==> config.mk <==
export PLATFORM = sky130hd
export DESIGN_NAME = alu_input_sequencer
export DESIGN_NICKNAME = d
export VERILOG_FILES = /design/src/rtl/alu_seq_pkg.sv /design/src/rtl/boton_pulso.sv /design/src/rtl/alu_input_sequencer.sv
export SDC_FILE = /design/constraint.sdc
export NUM_CORES = 1
export LEC_CHECK = 0
export CAP_MARGIN = 20
export CORE_MARGIN = 2
export CORE_UTILIZATION = 45
export CTS_CLUSTER_SIZE = 16
export DETAILED_ROUTE_END_ITERATION = 10
export GPL_TIMING_DRIVEN = 0
export PLACE_DENSITY = 0.76
export SETUP_SLACK_MARGIN = 0.3
export SLEW_MARGIN = 10
export SYNTH_ARGS = -nofsm -noshare
export SYNTH_HDL_FRONTEND = slang
export SYNTH_HIERARCHICAL = 1
export SYNTH_SLANG_ARGS = --single-unit
==> constraint.sdc <==
create_clock -name clk -period 1.8 [get_ports clk]
set_input_delay 0.36 -clock clk [delete_from_list [all_inputs] [get_ports clk]]
set_output_delay 0.36 -clock clk [all_outputs]
set_load 0.01 [all_outputs]
==> src/rtl/alu_seq_pkg.sv <==
// Shared types for the ALU input sequencer: FSM state codes and ALU opcodes.
package alu_seq_pkg;

  typedef enum logic [2:0] {
    S_A    = 3'd0,
    S_B    = 3'd1,
    S_OP   = 3'd2,
    S_CALC = 3'd3,
    S_RES  = 3'd4
  } state_t;

  localparam logic [2:0] OP_SUMA  = 3'b000;
  localparam logic [2:0] OP_RESTA = 3'b001;
  localparam logic [2:0] OP_OR    = 3'b010;
  localparam logic [2:0] OP_AND   = 3'b011;
  localparam logic [2:0] OP_MULT  = 3'b100;

endpackage

==> src/rtl/boton_pulso.sv <==
// Button conditioning: two-flop synchronizer plus a history flop giving a
// single-cycle pulse on each synchronized rising edge of the pin.
module boton_pulso (
  input  logic clk,
  input  logic reset,
  input  logic btn_in,
  output logic pulso
);

  logic r_s1;
  logic r_s2;
  logic r_s3;

  always_ff @(posedge clk) begin
    if (reset) begin
      r_s1 <= 1'b0;
      r_s2 <= 1'b0;
      r_s3 <= 1'b0;
    end else begin
      r_s1 <= btn_in;
      r_s2 <= r_s1;
      r_s3 <= r_s2;
    end
  end

  assign pulso = r_s2 & ~r_s3;

endmodule

==> src/rtl/alu_input_sequencer.sv <==
// Collects operand A, operand B and opcode from switches on enter presses,
// drives the ALU from registers and captures its result for the display.
module alu_input_sequencer
  import alu_seq_pkg::*;
#(
  parameter int n_bits = 8
) (
  input  logic              clk,
  input  logic              reset,
  input  logic [n_bits-1:0] switches,
  input  logic              btn_enter,
  input  logic              btn_clear,
  input  logic [n_bits-1:0] resultado_alu,
  input  logic              overflow_alu,
  output logic [n_bits-1:0] entrada_a,
  output logic [n_bits-1:0] entrada_b,
  output logic [2:0]        operacion,
  output logic [n_bits-1:0] resultado_reg,
  output logic              overflow_reg,
  output logic              resultado_valido,
  output logic [2:0]        estado
);

  logic w_enter;
  logic w_clear;

  boton_pulso u_enter (
    .clk    (clk),
    .reset  (reset),
    .btn_in (btn_enter),
    .pulso  (w_enter)
  );

  boton_pulso u_clear (
    .clk    (clk),
    .reset  (reset),
    .btn_in (btn_clear),
    .pulso  (w_clear)
  );

  state_t            r_state;
  logic [n_bits-1:0] r_a;
  logic [n_bits-1:0] r_b;
  logic [2:0]        r_op;
  logic [n_bits-1:0] r_res;
  logic              r_ovf;
  logic              r_valid;

  always_ff @(posedge clk) begin
    if (reset || w_clear) begin
      // Clear outranks a simultaneous enter pulse.
      r_state <= S_A;
      r_a     <= '0;
      r_b     <= '0;
      r_op    <= '0;
      r_res   <= '0;
      r_ovf   <= 1'b0;
      r_valid <= 1'b0;
    end else begin
      case (r_state)
        S_A: if (w_enter) begin
          r_a     <= switches;
          r_state <= S_B;
        end
        S_B: if (w_enter) begin
          r_b     <= switches;
          r_state <= S_OP;
        end
        S_OP: if (w_enter) begin
          r_op    <= switches[2:0];
          r_state <= S_CALC;
        end
        S_CALC: begin
          r_res   <= resultado_alu;
          r_ovf   <= overflow_alu;
          r_valid <= 1'b1;
          r_state <= S_RES;
        end
        S_RES: if (w_enter) begin
          r_valid <= 1'b0;
          r_state <= S_A;
        end
        default: r_state <= S_A;
      endcase
    end
  end

  assign entrada_a        = r_a;
  assign entrada_b        = r_b;
  assign operacion        = r_op;
  assign resultado_reg    = r_res;
  assign overflow_reg     = r_ovf;
  assign resultado_valido = r_valid;
  assign estado           = r_state;

endmodule
* Word level (Yosys, flattened, before mapping)
Cells that the tools add are included.
Word-level totals: register bits 38, word-level logic and storage cells 40, input bits 21, output and inout port bits 32
Cells by class: reduce and logical (&&, ||, !) cells 8, bitwise logic cells 4, eq/ne operators 8, multiplexer cells 7
Operators by type and width (number):
- 3-bit one-hot mux with 5 select lines | 1
- 3-bit two-way mux | 4
- 2-bit by 1-bit != test with 1-bit output, second input constant | 4
- 2-bit AND reduction | 4
- 3-bit by 2-bit == test with 1-bit output, second input constant | 2
- 4-bit AND reduction | 1
- 3-bit by 1-bit == test with 1-bit output, second input constant | 1
- 3-bit == test, second input constant | 1
- 3-bit logical NOT | 1
- 1-bit bitwise AND | 2
- 1-bit NOT | 2
- 1-bit one-hot mux with 2 select lines | 1
- 2-bit nonzero test | 1
- 1-bit logical OR | 1
- 1-bit two-way mux | 1

* Logic depth before layout (Yosys ltp)
Gate-level depths: netlist of run 1.
word-level depth 4, mapped depth 5, gate-level depth less buffers 3

* Cells and area by module
The synthesis of run 1 kept the hierarchy.
Modules (own cells, without submodules):
- alu_input_sequencer | cells an instance 137, area each 1508.9 um^2, times used 1, seq. area each 640.6 um^2
- boton_pulso | cells an instance 7, area each 87.6 um^2, times used 2, seq. area each 60.1 um^2

* Worst setup path before layout of run 1
Ideal clock, no wire load.
path type reg-to-reg, start reg r_state[0], in the netlist estado[0], end reg r_ovf, in the netlist overflow_reg, stages on the path, launching flop included 5, buffers on the path 2, data required time 1677 ps, data arrival time 1217 ps, setup time 123 ps, period minus slack after synthesis 1340 ps, slack 460 ps, cell sequence dfxtp_1 > buf_2 > and3b_1 > buf_2 > mux2_1
On the way: word-level cells in the longest chain between the ends 1
Ends and longest elaborated chain:
- start, declared | line alu_input_sequencer.sv:41 | state_t r_state;
- start signal, assigned | line alu_input_sequencer.sv:52 | r_state <= S_A;
- start signal, assigned | line alu_input_sequencer.sv:63 | r_state <= S_B;
- start signal, assigned | line alu_input_sequencer.sv:67 | r_state <= S_OP;
- 3-bit by 2-bit == test with 1-bit output | line alu_input_sequencer.sv:60 | case (r_state)
- end signal, assigned | line alu_input_sequencer.sv:75 | r_ovf <= overflow_alu;
- end, declared | line alu_input_sequencer.sv:46 | logic r_ovf;
Every way passes these cells. A chain may end at the register's enable or synchronous reset.

* Worst setup path in the final report of run 1
start reg u_clear.r_s2, end reg r_b[6], in the netlist entrada_b[6]
On the way: word-level cells in the longest chain between the ends 2
Ends and longest elaborated chain:
- start, declared | line boton_pulso.sv:11 | logic r_s2;
- start signal, assigned | line boton_pulso.sv:21 | r_s2 <= r_s1;
- 1-bit bitwise AND | line boton_pulso.sv:26 | assign pulso = r_s2 & ~r_s3;
- named net w_clear | line alu_input_sequencer.sv:25 | logic w_clear;
- 1-bit logical OR | line alu_input_sequencer.sv:50 | if (reset || w_clear) begin
- end signal, assigned | line alu_input_sequencer.sv:66 | r_b <= switches;
- end, declared | line alu_input_sequencer.sv:43 | logic [n_bits-1:0] r_b;
The timed path passes the listed nets, and every way through them passes these cells.

==> reports/qor.tcl, run 1 <==
set qor(outcome) {complete, no violations}
set qor(path_class) {reg -> reg}
set qor(drtPass1Iterations) 4
set qor(predominant_post_synthesis_flop_cell) {dfxtp_1}
set qor(placement_rows) 22
set qor(cts-root-to-sink-buffers) 2
set qor(port-buffer-count) 52
set qor(powerDensity_nw_per_um2) 683
set qor(detailroute.via_count) 1372
set qor(route.detailed.wl_per_inst_um) 15.3
set qor(count_of_nets_after_finishing) 231
set qor(timing.final.crit_period_ns) 1.42
set qor(design.die.area_um2) 4250
set qor(final_cell_area_um2) 2360
set qor(setup.worst_path.end) {entrada_b[6]$_SDFFE_PP0P_}
set qor(detailedRoute.firstIterationViolations) 56
set qor(cts_tree) {yes}
set qor(synthesis.nets) 172
set qor(flow.area_growth_from_synthesis_pct) 40.3
set qor(tritoncts.num_buffers) 5
set qor(initial_core_util_pct) 46.3
set qor(async_reset_ff_share_pct) 0
set qor(postCtsSetupBuffers) 0
set qor(r2r.worst_path.cells) 5
set qor(num_io_pins) 53
set qor(min_path_type) {reg -> reg}
set qor(die_width_um) 65.2
set qor(rsz_0062_raised_after_global_routing) {yes}
set qor(htreeDepth) 2
set qor(drv_slew) 0
set qor(postRouteWirelength_um) 3970
set qor(tritoncts_num_sinks) 38
set qor(timing.critical_path.fanout_max) 10
set qor(dp.final_hpwl_um) 2910
set qor(worst_skew_pair.late_latency_ns) 0.29
set qor(number_of_global_route_vias_before_repair) 1422
set qor(finClkSkew_ns) 0.00760
set qor(number_of_library_cell_types_mapped_by_synthesis) 23
set qor(reg2reg_setup_slack_ns) 0.38
set qor(layout-drive-gt1-share_pct) 15.2
set qor(antenna_found_initial) 0
set qor(placement.cell_area_um2) 2260
set qor(clock-root-buffer) {clkbuf_8}
set qor(grt_start_max_net_pins) 12
set qor(yosys_register_bits) 38
set qor(place_inst) 251
set qor(drt-vias-per-instance) 5.30
set qor(timing.critical_path.required_ns) 2.01
set qor(timing.final.hold_violations) 0
set qor(synth.largest_area_cell) {dfxtp_1}
set qor(vdd.ir_drop.worst_uv) 544
set qor(routability_congestion_estimate) 0.725
set qor(grt_usage_pct) 20.5
set qor(timing.critical_path.from_type) {flop}
set qor(synth_top_area_share_pct) 45.2
set qor(finalSetupViolations) 0
set qor(chipHeight_um) 65.2
set qor(tns_ns) 0
set qor(floorplan.core_area_um2) 3630
set qor(drc_errors) 0
set qor(synth-edff-count) 0
set qor(yosysWarningCount) 6
set qor(crit_arrival_ns) 1.62
set qor(finalCritPeriodShare_pct) 78.6
set qor(r2r_end) {entrada_b[6]$_SDFFE_PP0P_}
set qor(final.setup.worst_slack_ns) 0.384
set qor(overflow) 0
set qor(startpoint) {u_clear/r_s2$_SDFF_PP0_}
set qor(count_of_antenna_violating_nets_left_after_detailed_routing) 0
set qor(clock.fmax_mhz) 706
set qor(seq_area_frac_synth_pct) 45.2
set qor(antenna_cells_inserted) 0
set qor(preCtsSetupSlack_ns) -0.335
set qor(critical_path.reg2reg.startpoint) {u_clear/r_s2$_SDFF_PP0_}
set qor(syn_inst) 151
set qor(grt_pass1_wl_um) 6640
set qor(p_leak_nw) 1.10
set qor(synthTopCellsByArea) {dfxtp_1 (45%), or3b_1 (12%), mux2i_1 (11%), nor3b_1 (8.0%), mux2_1 (6.0%)}
set qor(syn_area_um2) 1680
set qor(drv.max_cap_violation_count) 0
set qor(final_cells) 259
set qor(report.power.total_mw) 1.61
set qor(avg_synthesized_cell_area_um2) 11.2
set qor(worst_slew_pin_slew_ns) 0.303
set qor(slew_headroom_pct) 79.8
set qor(worstSetupEndpointType) {flop}
set qor(clk_pin_slew_worst_paths_ns) 0.07
[through the flow]
stage	utilization, %	hold slack, ns
2_1_floorplan	-	0.414
3_3_place_gp	62.3	0.421
3_5_place_dp	62.3	0.441
4_1_cts	64.2	0.460
5_1_grt	65.0	0.463
6_report	65.0	0.450
[area by class of cell]
cell class	count	area [um2]
multi-input combinational	97	866
timing repair buffer	52	479
clock inverter	1	5.00
inverter	1	3.75
clock buffer	7	86.3
fill	314	1270
tap	48	60.1
buffer	15	98.8
sequential	38	764
[worst min path at each step]
stage / start / endpoint / depth (start not counted) / slack (ns)
after global routing: u_enter/r_s1$_SDFF_PP0_ / u_enter/r_s2$_SDFF_PP0_ / 1 / 0.46
after floorplan: u_clear/r_s1$_SDFF_PP0_ / u_clear/r_s2$_SDFF_PP0_ / 1 / 0.41
after global placement: u_enter/r_s1$_SDFF_PP0_ / u_enter/r_s2$_SDFF_PP0_ / 1 / 0.42
after CTS: u_enter/r_s1$_SDFF_PP0_ / u_enter/r_s2$_SDFF_PP0_ / 1 / 0.46
after detailed placement: u_clear/r_s1$_SDFF_PP0_ / u_clear/r_s2$_SDFF_PP0_ / 1 / 0.44
final: u_clear/r_s1$_SDFF_PP0_ / u_clear/r_s2$_SDFF_PP0_ / 1 / 0.45
[routing by layer]
metal  wire, um  GRT usage (%)  share of wire [%]
met4         63           7.03                1.6
met1       1670           23.1                 42
met2       2060           36.9                 52
met5          0              0                  0
met3        170           5.65                4.3
[logic make-up (layout without fill, tap and decap cells)]
family / after synthesis / after routing / share of synthesized area [%]
buf+inv: 16 / 76 / 4.23
compound gates: 5 / 5 / 2.38
mux: 28 / 28 / 17.3
flops: 38 / 38 / 45.2
simple gates: 64 / 64 / 30.9
[placed cells by master, fill, tap and decap left out, types with 2 or more instances in the layout]
cell,Yosys,routed
nand4bb_1,2,2
mux2_1,9,9
mux2i_1,19,19
buf_2,6,3
a211oi_1,2,2
buf_4,1,3
dlygate4sd2_1,0,33
or3b_1,23,22
or3b_2,5,5
nor3b_1,18,18
clkbuf_4,0,4
clkbuf_8,0,6
nor2b_1,6,6
nand2b_1,2,2
clkbuf_2,0,4
dfxtp_1,38,37
clkdlybuf4s50_1,0,19
[timing repair]
action,CTS,global route
endpoints found under the setup margin,61,24
gates resized for setup,44,16
hold buffers,0,0
[cells in the mapped netlist, drive strengths merged, types with 2 or more instances]
cell,count
nand2b,2
dfxtp,38
clkbuf,8
mux2i,19
a211oi,2
nor3b,18
mux2,9
nor2b,8
buf,7
nor4b,2
nand4bb,2
or3b,28
[power breakdown]
part	internal (mW)	switching, mW
clock	0.309	0.290
combinational	0.0897	0.0669
sequential	0.852	0.00662
total	1.25	0.364
[worst max-delay path, cell delays in order (launching register included)]
cell and delay, ns:
dfxtp_1 0.31, nor2b_2 0.14, clkbuf_4 0.18, buf_4 0.18, or3b_1 0.38, mux2i_1 0.16
Note: power is estimated with default switching activity, not from simulation.
==> inputs of run 2 (changes only) <==
- clock period: 1.8 -> 1.35 ns (I/O delays scaled with it)
==> run 2 against run 1 <==
Count of clock-buffer cells in the layout unchanged; largest power group unchanged; worst hold slack got worse by 0.030 ns; critical path depth unchanged; first-iteration DRC count increased by 3.6%.
==> reports/qor.tcl, run 2 (synthesis gave the netlist of run 1 again) <==
set qor(outcome) {complete, no violations}
set qor(cts_tree) {yes}
set qor(drt-vias-per-instance) 5.15
set qor(timing.critical_path.buf_inv) 2
set qor(worst_slew_pin_slew_ns) 0.372
set qor(grt_pass1_wl_um) 6570
set qor(drv_slew) 0
set qor(finClkSkew_ns) 0.00405
set qor(floorplan.core_area_um2) 3630
set qor(rsz_0062_raised_after_global_routing) {yes}
set qor(routability_congestion_estimate) 0.698
set qor(startpoint) {u_clear/r_s2$_SDFF_PP0_}
set qor(antenna_cells_inserted) 0
set qor(vdd.ir_drop.worst_uv) 622
set qor(antenna_found_initial) 0
set qor(initial_core_util_pct) 46.3
set qor(port-buffer-count) 52
set qor(seq_area_um2) 787
set qor(drtPass1Iterations) 4
set qor(n_fill_cell) 298
set qor(detailroute.via_count) 1407
set qor(clk_pin_slew_worst_paths_ns) 0.07
set qor(powerDensity_nw_per_um2) 871
set qor(routed-wl-met2_um) 2020
set qor(num_io_pins) 53
set qor(r2r.worst_path.cells) 5
set qor(worst_skew_pair.late_latency_ns) 0.29
set qor(clock.fmax_mhz) 769
set qor(p_leak_nw) 1.13
set qor(dp.final_hpwl_um) 2660
set qor(met3_length_um) 186
set qor(count_of_nets_after_finishing) 245
set qor(preCtsSetupSlack_ns) -0.666
set qor(critical_path.reg2reg.startpoint) {u_clear/r_s2$_SDFF_PP0_}
set qor(multiInputGateArea_um2) 927
set qor(tns_ns) 0
set qor(path_cells) {nor2b_4 > buf_6 > clkbuf_8 > or3b_1 > mux2i_1}
set qor(count_of_antenna_violating_nets_left_after_detailed_routing) 0
set qor(flow.area_growth_from_synthesis_pct) 49.4
set qor(crit_arrival_ns) 1.51
set qor(most_frequent_standard_cell_in_the_layout_excluding_fill_and_tap_cells) {buf_2}
set qor(finish.utilization_pct) 69.2
set qor(worstSetupEndpointType) {flop}
set qor(htreeDepth) 2
set qor(setup.worst_path.end) {entrada_a[4]$_SDFFE_PP0P_}
set qor(layout-drive-gt1-share_pct) 45.8
set qor(grt_start_max_net_pins) 12
set qor(reg2reg_setup_slack_ns) 0.05
set qor(finalCritPeriodShare_pct) 96.3
set qor(chipHeight_um) 65.2
set qor(critical-path-max-stage-delay_ns) 0.36
set qor(timing.final.crit_period_ns) 1.30
set qor(min_path_type) {in -> reg}
set qor(grt_usage_pct) 20.1
set qor(timing.critical_path.from_type) {flop}
set qor(design.die.area_um2) 4250
set qor(top_cell_family_by_delay_on_the_critical_path) {simple AND/OR/NAND/NOR gates}
set qor(most-common-layout-cells) {buf_2 (33), or3b_1 (21), mux2i_1 (19), dfxtp_1 (19), clkdlybuf4s50_1 (19)}
set qor(number_of_global_route_vias_before_repair) 1424
set qor(place_inst) 251
set qor(final_cells) 273
set qor(placement_rows) 22
set qor(die_width_um) 65.2
set qor(timing.critical_path.fanout_max) 10
set qor(cts-root-to-sink-buffers) 2
set qor(drc_errors) 0
set qor(final.setup.worst_slack_ns) 0.0504
set qor(tritoncts.num_buffers) 5
set qor(route.detailed.wl_per_inst_um) 14.9
set qor(finalSetupViolations) 0
set qor(clock-root-buffer) {clkbuf_8}
set qor(r2r_end) {entrada_a[4]$_SDFFE_PP0P_}
set qor(topRoutingLayerUsed) {met4}
set qor(detailedRoute.firstIterationViolations) 58
set qor(postRouteWirelength_um) 4080
set qor(timing.final.hold_violations) 0
set qor(slew_headroom_pct) 74.8
set qor(path_class) {reg -> reg}
set qor(hold_start) {reset}
set qor(timing.critical_path.required_ns) 1.56
set qor(cts_hold_repair_buffers) 0
set qor(drv.max_cap_violation_count) 0
set qor(report.power.total_mw) 2.19
set qor(overflow) 0
set qor(met1Wirelength_um) 1820
set qor(crit_path_top_delay_cell) {or3b_1}
set qor(timing.critical_path.depth) 5
set qor(tritoncts_num_sinks) 38
==> run 2: cell type report <==
type,count,share of cell area (%)
clock inverters,1,0.199
inverters,1,0.149
plain buffers,15,5.87
repair buffers,66,19.8
clock buffers,7,3.43
flip-flops and latches,38,31.3
multi-input cells,97,36.8
well taps,48,2.39
==> run 2: how the worst min path moves through the flow <==
stage,to,cells past startpoint
floorplan,u_clear/r_s1$_SDFF_PP0_,1
global placement,u_clear/r_s2$_SDFF_PP0_,1
detailed placement,u_enter/r_s2$_SDFF_PP0_,1
CTS,u_enter/r_s2$_SDFF_PP0_,2
global route,u_clear/r_s2$_SDFF_PP0_,2
finish,u_clear/r_s2$_SDFF_PP0_,2
==> run 2: per-layer routing <==
layer,track usage [%],up-vias
met4,7.03,0
met5,0,-
met1,25.3,676
met3,4.28,7
met2,34.2,37
li1,-,687
==> run 2: worst register-to-register path, stage by stage (launching register included) <==
cell	delay, ns
dfxtp_2	0.32
nor2b_4	0.13
buf_6	0.13
clkbuf_8	0.15
or3b_1	0.36
mux2i_1	0.14
==> run 2: repair_timing <==
action,4_1_cts,5_1_grt
resized for setup,159,22
pin swaps,4,10
endpoints found under the setup margin,64,40
setup buffers,9,3
cloned,2,0
==> run 2: report_power, final <==
part,switching [mW],internal (mW)
sequential,0.00882,1.14
combinational,0.0990,0.153
clock,0.383,0.412
==> run 2: through the flow <==
| step | hold WS (ns) | instance area (um2) |
|---|---|---|
| 2_1_floorplan | 0.342 | 1750 |
| 5_1_grt | 0.448 | 2520 |
| 3_5_place_dp | 0.432 | 2330 |
| 4_1_cts | 0.402 | 2460 |
| 6_report | 0.420 | 2520 |
| 3_3_place_gp | 0.422 | 2330 |
